<file path="src/rtl/rom_shadow_loader_pkg.sv">
// Shared types and default widths for the boot-time ROM-to-RAM shadow loader.
package rom_shadow_loader_pkg;

  localparam int ADDR_W_DEF = 12;
  localparam int DATA_W_DEF = 16;

  typedef enum logic [2:0] {
    IDLE    = 3'd0,
    READ    = 3'd1,
    CAPTURE = 3'd2,
    WRITE   = 3'd3,
    FINISH  = 3'd4
  } state_e;

endpackage

</file>
<file path="src/rtl/rom_shadow_loader_if.sv">
// Bundles the boot-sequencer control signals and the ROM/RAM bus pins of the shadow loader.
interface rom_shadow_loader_if
  import rom_shadow_loader_pkg::*;
#(
  parameter int ADDR_W = ADDR_W_DEF,
  parameter int DATA_W = DATA_W_DEF
);

  logic              START;
  logic [ADDR_W-1:0] SRC;
  logic [ADDR_W-1:0] DST;
  logic [ADDR_W:0]   LEN;
  logic              BUSY;
  logic              DONE;
  logic [DATA_W-1:0] CHECKSUM;

  logic              ROM_nCS;
  logic [ADDR_W-1:0] ROM_ADDR;
  logic [DATA_W-1:0] ROM_DO;

  logic              RAM_nCS;
  logic              RAM_nWE;
  logic [ADDR_W-1:0] RAM_ADDR;
  logic [DATA_W-1:0] RAM_DI;
  logic              RAM_READY;

  modport master (
    input  START, SRC, DST, LEN, ROM_DO, RAM_READY,
    output BUSY, DONE, CHECKSUM, ROM_nCS, ROM_ADDR,
           RAM_nCS, RAM_nWE, RAM_ADDR, RAM_DI
  );

  modport slave (
    output START, SRC, DST, LEN, ROM_DO, RAM_READY,
    input  BUSY, DONE, CHECKSUM, ROM_nCS, ROM_ADDR,
           RAM_nCS, RAM_nWE, RAM_ADDR, RAM_DI
  );

endinterface

</file>
<file path="src/rtl/rom_shadow_loader.sv">
// Copies LEN words from the registered-output program ROM into RAM, one word every
// READ/CAPTURE/WRITE pass, accumulating a wrapping checksum of the words written.
module rom_shadow_loader
  import rom_shadow_loader_pkg::*;
#(
  parameter int ADDR_W = ADDR_W_DEF,
  parameter int DATA_W = DATA_W_DEF
) (
  input  logic                CLK,
  input  logic                RESET,
  rom_shadow_loader_if.master bus
);

  state_e            state_q,    state_d;
  logic [ADDR_W-1:0] srcAddr_q,  srcAddr_d;
  logic [ADDR_W-1:0] dstAddr_q,  dstAddr_d;
  logic [ADDR_W:0]   count_q,    count_d;
  logic [DATA_W-1:0] checksum_q, checksum_d;
  logic [DATA_W-1:0] ramDi_q,    ramDi_d;

  always_ff @(posedge CLK) begin
    if (RESET) begin
      state_q    <= IDLE;
      srcAddr_q  <= '0;
      dstAddr_q  <= '0;
      count_q    <= '0;
      checksum_q <= '0;
      ramDi_q    <= '0;
    end else begin
      state_q    <= state_d;
      srcAddr_q  <= srcAddr_d;
      dstAddr_q  <= dstAddr_d;
      count_q    <= count_d;
      checksum_q <= checksum_d;
      ramDi_q    <= ramDi_d;
    end
  end

  always_comb begin
    state_d    = state_q;
    srcAddr_d  = srcAddr_q;
    dstAddr_d  = dstAddr_q;
    count_d    = count_q;
    checksum_d = checksum_q;
    ramDi_d    = ramDi_q;

    case (state_q)
      IDLE: begin
        if (bus.START) begin
          checksum_d = '0;
          // A zero-length request skips the bus entirely and just reports completion.
          if (bus.LEN == '0) begin
            state_d = FINISH;
          end else begin
            srcAddr_d = bus.SRC;
            dstAddr_d = bus.DST;
            count_d   = bus.LEN;
            state_d   = READ;
          end
        end
      end
      READ: begin
        state_d = CAPTURE;
      end
      CAPTURE: begin
        ramDi_d = bus.ROM_DO;
        state_d = WRITE;
      end
      WRITE: begin
        if (bus.RAM_READY) begin
          checksum_d = checksum_q + ramDi_q;
          srcAddr_d  = srcAddr_q + ADDR_W'(1);
          dstAddr_d  = dstAddr_q + ADDR_W'(1);
          count_d    = count_q - (ADDR_W + 1)'(1);
          state_d    = (count_q == (ADDR_W + 1)'(1)) ? FINISH : READ;
        end
      end
      FINISH: begin
        state_d = IDLE;
      end
      default: begin
        state_d = IDLE;
      end
    endcase
  end

  assign bus.BUSY     = (state_q == READ) || (state_q == CAPTURE) || (state_q == WRITE);
  assign bus.DONE     = (state_q == FINISH);
  assign bus.CHECKSUM = checksum_q;
  assign bus.ROM_nCS  = (state_q != READ);
  assign bus.ROM_ADDR = srcAddr_q;
  assign bus.RAM_nCS  = (state_q != WRITE);
  assign bus.RAM_nWE  = (state_q != WRITE);
  assign bus.RAM_ADDR = dstAddr_q;
  assign bus.RAM_DI   = ramDi_q;

endmodule

</file>
<file path="src/flat_wrapper.sv">
// flat-port wrapper written by rule: the top's interface ports become plain ports
module rom_shadow_loader_flat import rom_shadow_loader_pkg::*;
#(
  parameter int ADDR_W = ADDR_W_DEF,
  parameter int DATA_W = DATA_W_DEF
)
  (CLK, RESET, bus_START, bus_SRC, bus_DST, bus_LEN, bus_ROM_DO, bus_RAM_READY, bus_BUSY, bus_DONE, bus_CHECKSUM, bus_ROM_nCS, bus_ROM_ADDR, bus_RAM_nCS, bus_RAM_nWE, bus_RAM_ADDR, bus_RAM_DI);
  rom_shadow_loader_if #(.ADDR_W(ADDR_W), .DATA_W(DATA_W)) bus_i ();
  input  logic CLK;
  input  logic RESET;
  input wire logic [$bits(bus_i.START)-1:0] bus_START;
  input wire logic [$bits(bus_i.SRC)-1:0] bus_SRC;
  input wire logic [$bits(bus_i.DST)-1:0] bus_DST;
  input wire logic [$bits(bus_i.LEN)-1:0] bus_LEN;
  input wire logic [$bits(bus_i.ROM_DO)-1:0] bus_ROM_DO;
  input wire logic [$bits(bus_i.RAM_READY)-1:0] bus_RAM_READY;
  output wire logic [$bits(bus_i.BUSY)-1:0] bus_BUSY;
  output wire logic [$bits(bus_i.DONE)-1:0] bus_DONE;
  output wire logic [$bits(bus_i.CHECKSUM)-1:0] bus_CHECKSUM;
  output wire logic [$bits(bus_i.ROM_nCS)-1:0] bus_ROM_nCS;
  output wire logic [$bits(bus_i.ROM_ADDR)-1:0] bus_ROM_ADDR;
  output wire logic [$bits(bus_i.RAM_nCS)-1:0] bus_RAM_nCS;
  output wire logic [$bits(bus_i.RAM_nWE)-1:0] bus_RAM_nWE;
  output wire logic [$bits(bus_i.RAM_ADDR)-1:0] bus_RAM_ADDR;
  output wire logic [$bits(bus_i.RAM_DI)-1:0] bus_RAM_DI;
  assign bus_i.START = bus_START;
  assign bus_i.SRC = bus_SRC;
  assign bus_i.DST = bus_DST;
  assign bus_i.LEN = bus_LEN;
  assign bus_i.ROM_DO = bus_ROM_DO;
  assign bus_i.RAM_READY = bus_RAM_READY;
  assign bus_BUSY = bus_i.BUSY;
  assign bus_DONE = bus_i.DONE;
  assign bus_CHECKSUM = bus_i.CHECKSUM;
  assign bus_ROM_nCS = bus_i.ROM_nCS;
  assign bus_ROM_ADDR = bus_i.ROM_ADDR;
  assign bus_RAM_nCS = bus_i.RAM_nCS;
  assign bus_RAM_nWE = bus_i.RAM_nWE;
  assign bus_RAM_ADDR = bus_i.RAM_ADDR;
  assign bus_RAM_DI = bus_i.RAM_DI;
  rom_shadow_loader #(.ADDR_W(ADDR_W), .DATA_W(DATA_W)) u_core (.CLK(CLK), .RESET(RESET), .bus(bus_i));
endmodule
</file>
<file path="config.mk">
export PLATFORM = sky130hd
export DESIGN_NAME = rom_shadow_loader_flat
export DESIGN_NICKNAME = d
export VERILOG_FILES = /design/src/rtl/rom_shadow_loader_pkg.sv /design/src/rtl/rom_shadow_loader_if.sv /design/src/rtl/rom_shadow_loader.sv /design/src/flat_wrapper.sv
export SDC_FILE = /design/constraint.sdc
export NUM_CORES = 1
export LEC_CHECK = 0
export ABC_AREA = 1
export BUFFER_PORTS_ARGS = -buffer_cell sky130_fd_sc_hd__buf_2
export CAP_MARGIN = 20
export CORE_MARGIN = 3
export CORE_UTILIZATION = 28
export CTS_CLUSTER_SIZE = 14
export DETAILED_ROUTE_END_ITERATION = 8
export GPL_TIMING_DRIVEN = 0
export PLACE_DENSITY = 0.61
export SLEW_MARGIN = 10
export SYNTH_ARGS = -nofsm -noshare
export SYNTH_HDL_FRONTEND = slang
export SYNTH_SLANG_ARGS = --single-unit
</file>
<file path="constraint.sdc">
create_clock -name CLK -period 1.8 [get_ports CLK]
set_clock_uncertainty 0.15 [all_clocks]
set_input_delay 0.36 -clock CLK [delete_from_list [all_inputs] [get_ports CLK]]
set_output_delay 0.36 -clock CLK [all_outputs]
set_load 0.05 [all_outputs]
</file>
==> results.md <==
- Cells after synthesis: 762
- Switching Share: 47.3%
- RSZ-0062 raised after global routing: yes
- Root buf cell: clkbuf_16
- Relative slew slack: a little under half
- GPL Wtd Cong: 0.916
- Clk pin slew, worst setup/hold paths: 0.06 ns
- CP required: 1.92 ns
- Final setup violation count: 35
- Die area: between 15000 and 20000 sq um
- Via/cell ratio: 4.81
- Count of cell types in the netlist: 35
- CORE AREA: 16100 sq um
- Int Pwr: 5590 uW
- Vias in the first global route: 4903
- Reg-to-Reg Start: u_core.state_q[1]$_SDFFE_PP0P_
- FF-to-FF setup slack: -0.09 ns
- Finished Layout Cells: between 1000 and 1500
- Setup crit end kind: register
- NumNets Final: 995
- Worst hold path class: input port to register
- Initial antenna violation count: 0
- Ports: approximately 120
- FF-to-FF path depth: 12
- Period minus WS final: 1.89 ns
- CP max FO: 8
- Worst hold slack: 0.0847 ns
- Run status: finished, violations left
- Total Routing Usage GR: 17.4%
- Largest net degree at the start of global routing: 13
- Initial Util: 28.9%
- Comb power frac: a little under 60%
- Synth warnings: 0
- Grt total ovfl: 0
- Fmax achieved: between 0.5 and 0.6 GHz
- Seq pwr share: 23.5%
- PwrDens: between 1500 and 2000 nW/um^2
- Leak pwr: approximately 0.0033 uW
- Final wirelength: 17300 um
- Clk_lat worst skew: 0.34 ns
- Detail Placement HPWL: 11800 um
- Clk pwr share: 18.7%
- CTS H-tree depth: 3
- Synthesis-to-layout area growth: 51.6%
- Fillers: 1631
- Site Rows: 46
- Post-Syn Area: about 4600 sq um
- DRT Pass-1 Iters: 5
- Critical Path Start Type: register
- Drt initial violations: 477
- Seq. cell area: between 1500 and 2000 sq um
- Global-route wire length before repair: roughly 25000 um
- Final setup margin: -0.0868 ns
- WL per Instance: 15.2 um
- Crit. Startpoint: u_core.state_q[1]$_SDFFE_PP0P_
- CP arrival: around 2.0 ns
- CTS tree: yes
- Core Util, Final: 43.9%
- Vias: 5483
- Share of cells above drive strength 1: 39.3%
- Placed cell count: 1094
- Area of the multi-input gates: 3360 sq um
- Failing checks: setup timing
- Worst setup endpoint: u_core.bus.RAM_ADDR[4]$_SDFFE_PP0P_
- CTS sink cnt: 72
- Crit share post-route: 105%
- Die Span X: 135 um
- CTS Buffer Depth: 2
- Antenna-violating nets left: 0
- Sw Pwr: 5010 uW
- Register bit total from synthesis: 72
- Max rail drop VDD: 527 uV
- Post-synthesis net count: 839
- Dpl cell area: between 5000 and 6000 sq um
- Reg-to-Reg End: u_core.bus.RAM_ADDR[4]$_SDFFE_PP0P_
- Total CTS buffers: 9
- Kind of critical path: register to register
- Final instance area: slightly above 7000 sq um
- Max-Cap Viols: 0
- Worst slew pin tran: 0.795 ns
- Die height: 135 um
- Final slew viol count: 0
- Seq/Total Area, Yosys: between 30 and 40%
- Remaining DRCs: 0
- Port bufs: around 120
- Number of hold violations in the final report: 0
- # diodes: 0
- Syn avg cell area: slightly above 6 sq um
## cell usage after synthesis (all sizes together)
| library cell | number | area, sq um |
|---|---|---|
| buf | 15 | 96.3 |
| a31oi | 2 | 12.5 |
| xor2 | 3 | 26.3 |
| clkbuf | 13 | 48.8 |
| fa | 1 | 20.0 |
| clkinv | 1 | 3.75 |
| nor2 | 119 | 465 |
| dfxtp | 72 | 1440 |
| xnor2 | 3 | 26.3 |
| o21ai | 58 | 290 |
| o22ai | 3 | 18.8 |
| nor3 | 9 | 50.1 |
| nand3b | 5 | 37.5 |
| inv | 83 | 314 |
| and2 | 1 | 6.26 |
| ha | 19 | 238 |
| nand3 | 54 | 280 |
| or2 | 13 | 83.8 |
| a21oi | 56 | 280 |
| nand2 | 225 | 863 |
| nand4 | 7 | 43.8 |
## power groups by stage
| stage | sequential (uW) | combinational [uW] | clock, uW |
|---|---|---|---|
| after floorplan | 3370 | 2130 | 0 |
| after global placement | 2430 | 4150 | 0 |
| after detailed placement | 2420 | 4180 | 0 |
| after CTS | 2410 | 4380 | 2010 |
| after global routing | 2550 | 6540 | 2080 |
| final | 2490 | 6120 | 1980 |
## layout by cell type, fill, tap and decap left out, types with 7 or more instances in the layout
master	count
a21oi_1	40
a21oi_2	16
buf_2	113
buf_4	16
buf_6	9
clkbuf_16	16
clkbuf_2	7
dfxtp_1	35
dfxtp_2	23
dfxtp_4	14
ha_1	7
ha_4	10
inv_1	73
nand2_1	186
nand2_2	30
nand2_4	9
nand3_1	40
nand3_2	12
nand4_1	7
nor2_1	98
nor2_2	9
nor2_4	11
nor3_1	7
o21ai_0	38
o21ai_2	13
or2_2	9
## final cells by class
| cell class | instances | share of cell area, % |
|---|---|---|
| plain buffers | 27 | 3.52 |
| clock inverters | 6 | 1.17 |
| well taps | 216 | 3.84 |
| multi-input cells | 580 | 47.6 |
| inverters | 84 | 5.04 |
| repair inverters | 1 | 0.124 |
| flip-flops and latches | 72 | 21.6 |
| repair buffers | 143 | 13.7 |
| clock buffers | 10 | 3.39 |
## stage by stage
stage | power [uW] | setup WS, ns | TNS (ns)
after floorplan | 5500 | -0.0841 | -0.0841
after global routing | 11200 | -0.144 | -4.63
after global placement | 6580 | -0.413 | -17.83
after detailed placement | 6610 | -0.439 | -18.97
final | 10600 | -0.0868 | -1.18
after CTS | 8800 | -0.0826 | -0.213
## sequential cells by signal, summed over array words and instances (netlist names)
name	flops
u_core.count_q	13
u_core.bus.RAM_DI	16
u_core.state_q	3
u_core.bus.CHECKSUM	16
u_core.bus.RAM_ADDR	12
u_core.bus.ROM_ADDR	12
## worst min path at each step
stage	startpoint	endpoint	slack [ns]	cells after the start
final	bus_ROM_DO[5]	u_core.bus.RAM_DI[5]$_SDFFE_PP0P_	0.08	3
after global routing	bus_ROM_DO[6]	u_core.bus.RAM_DI[6]$_SDFFE_PP0P_	0.1	3
after CTS	bus_ROM_DO[2]	u_core.bus.RAM_DI[2]$_SDFFE_PP0P_	0.07	3
after detailed placement	u_core.bus.ROM_ADDR[6]$_SDFFE_PP0P_	u_core.bus.ROM_ADDR[6]$_SDFFE_PP0P_	0.31	2
after global placement	u_core.bus.ROM_ADDR[6]$_SDFFE_PP0P_	u_core.bus.ROM_ADDR[6]$_SDFFE_PP0P_	0.30	2
after floorplan	u_core.count_q[11]$_SDFFE_PP0P_	u_core.count_q[11]$_SDFFE_PP0P_	0.30	2
## worst max-delay path: stages (launching register included)
cell and delay, ns:
dfxtp_4 0.37, inv_6 0.08, nand2_4 0.07, nor2_4 0.18
inv_2 0.05, nand2_2 0.07, inv_4 0.04, nor2_8 0.18
nand2_8 0.13, clkinv_8 0.12, clkbuf_16 0.17, o21ai_2 0.05
a21oi_1 0.14
## timing repair
action | CTS | global route
resized for setup | 50 | 182
hold buffers | 0 | 0
endpoints found under the setup margin | 73 | 74
pin swaps | 6 | 36
gates cloned | 0 | 10
buffers inserted | 10 | 10
## logic make-up (layout without fill, tap and decap cells)
logic type | count (synthesis) | after routing | synth area share (%)
compound gates | 119 | 119 | 13.0
xor+xnor | 6 | 6 | 1.13
fa+ha+maj | 20 | 20 | 5.55
buf+inv | 112 | 271 | 9.96
flops | 72 | 72 | 31.0
simple gates | 433 | 435 | 39.4
## routing by layer
metal | vias up | track usage, % | wire length, um
li1 | 2760 | - | -
met1 | 2507 | 24.1 | 8030
met2 | 187 | 27.6 | 7760
met3 | 29 | 2.53 | 1070
met4 | 0 | 6.56 | 419
met5 | - | 0 | 0
Note: power is estimated with default switching activity, not from simulation.
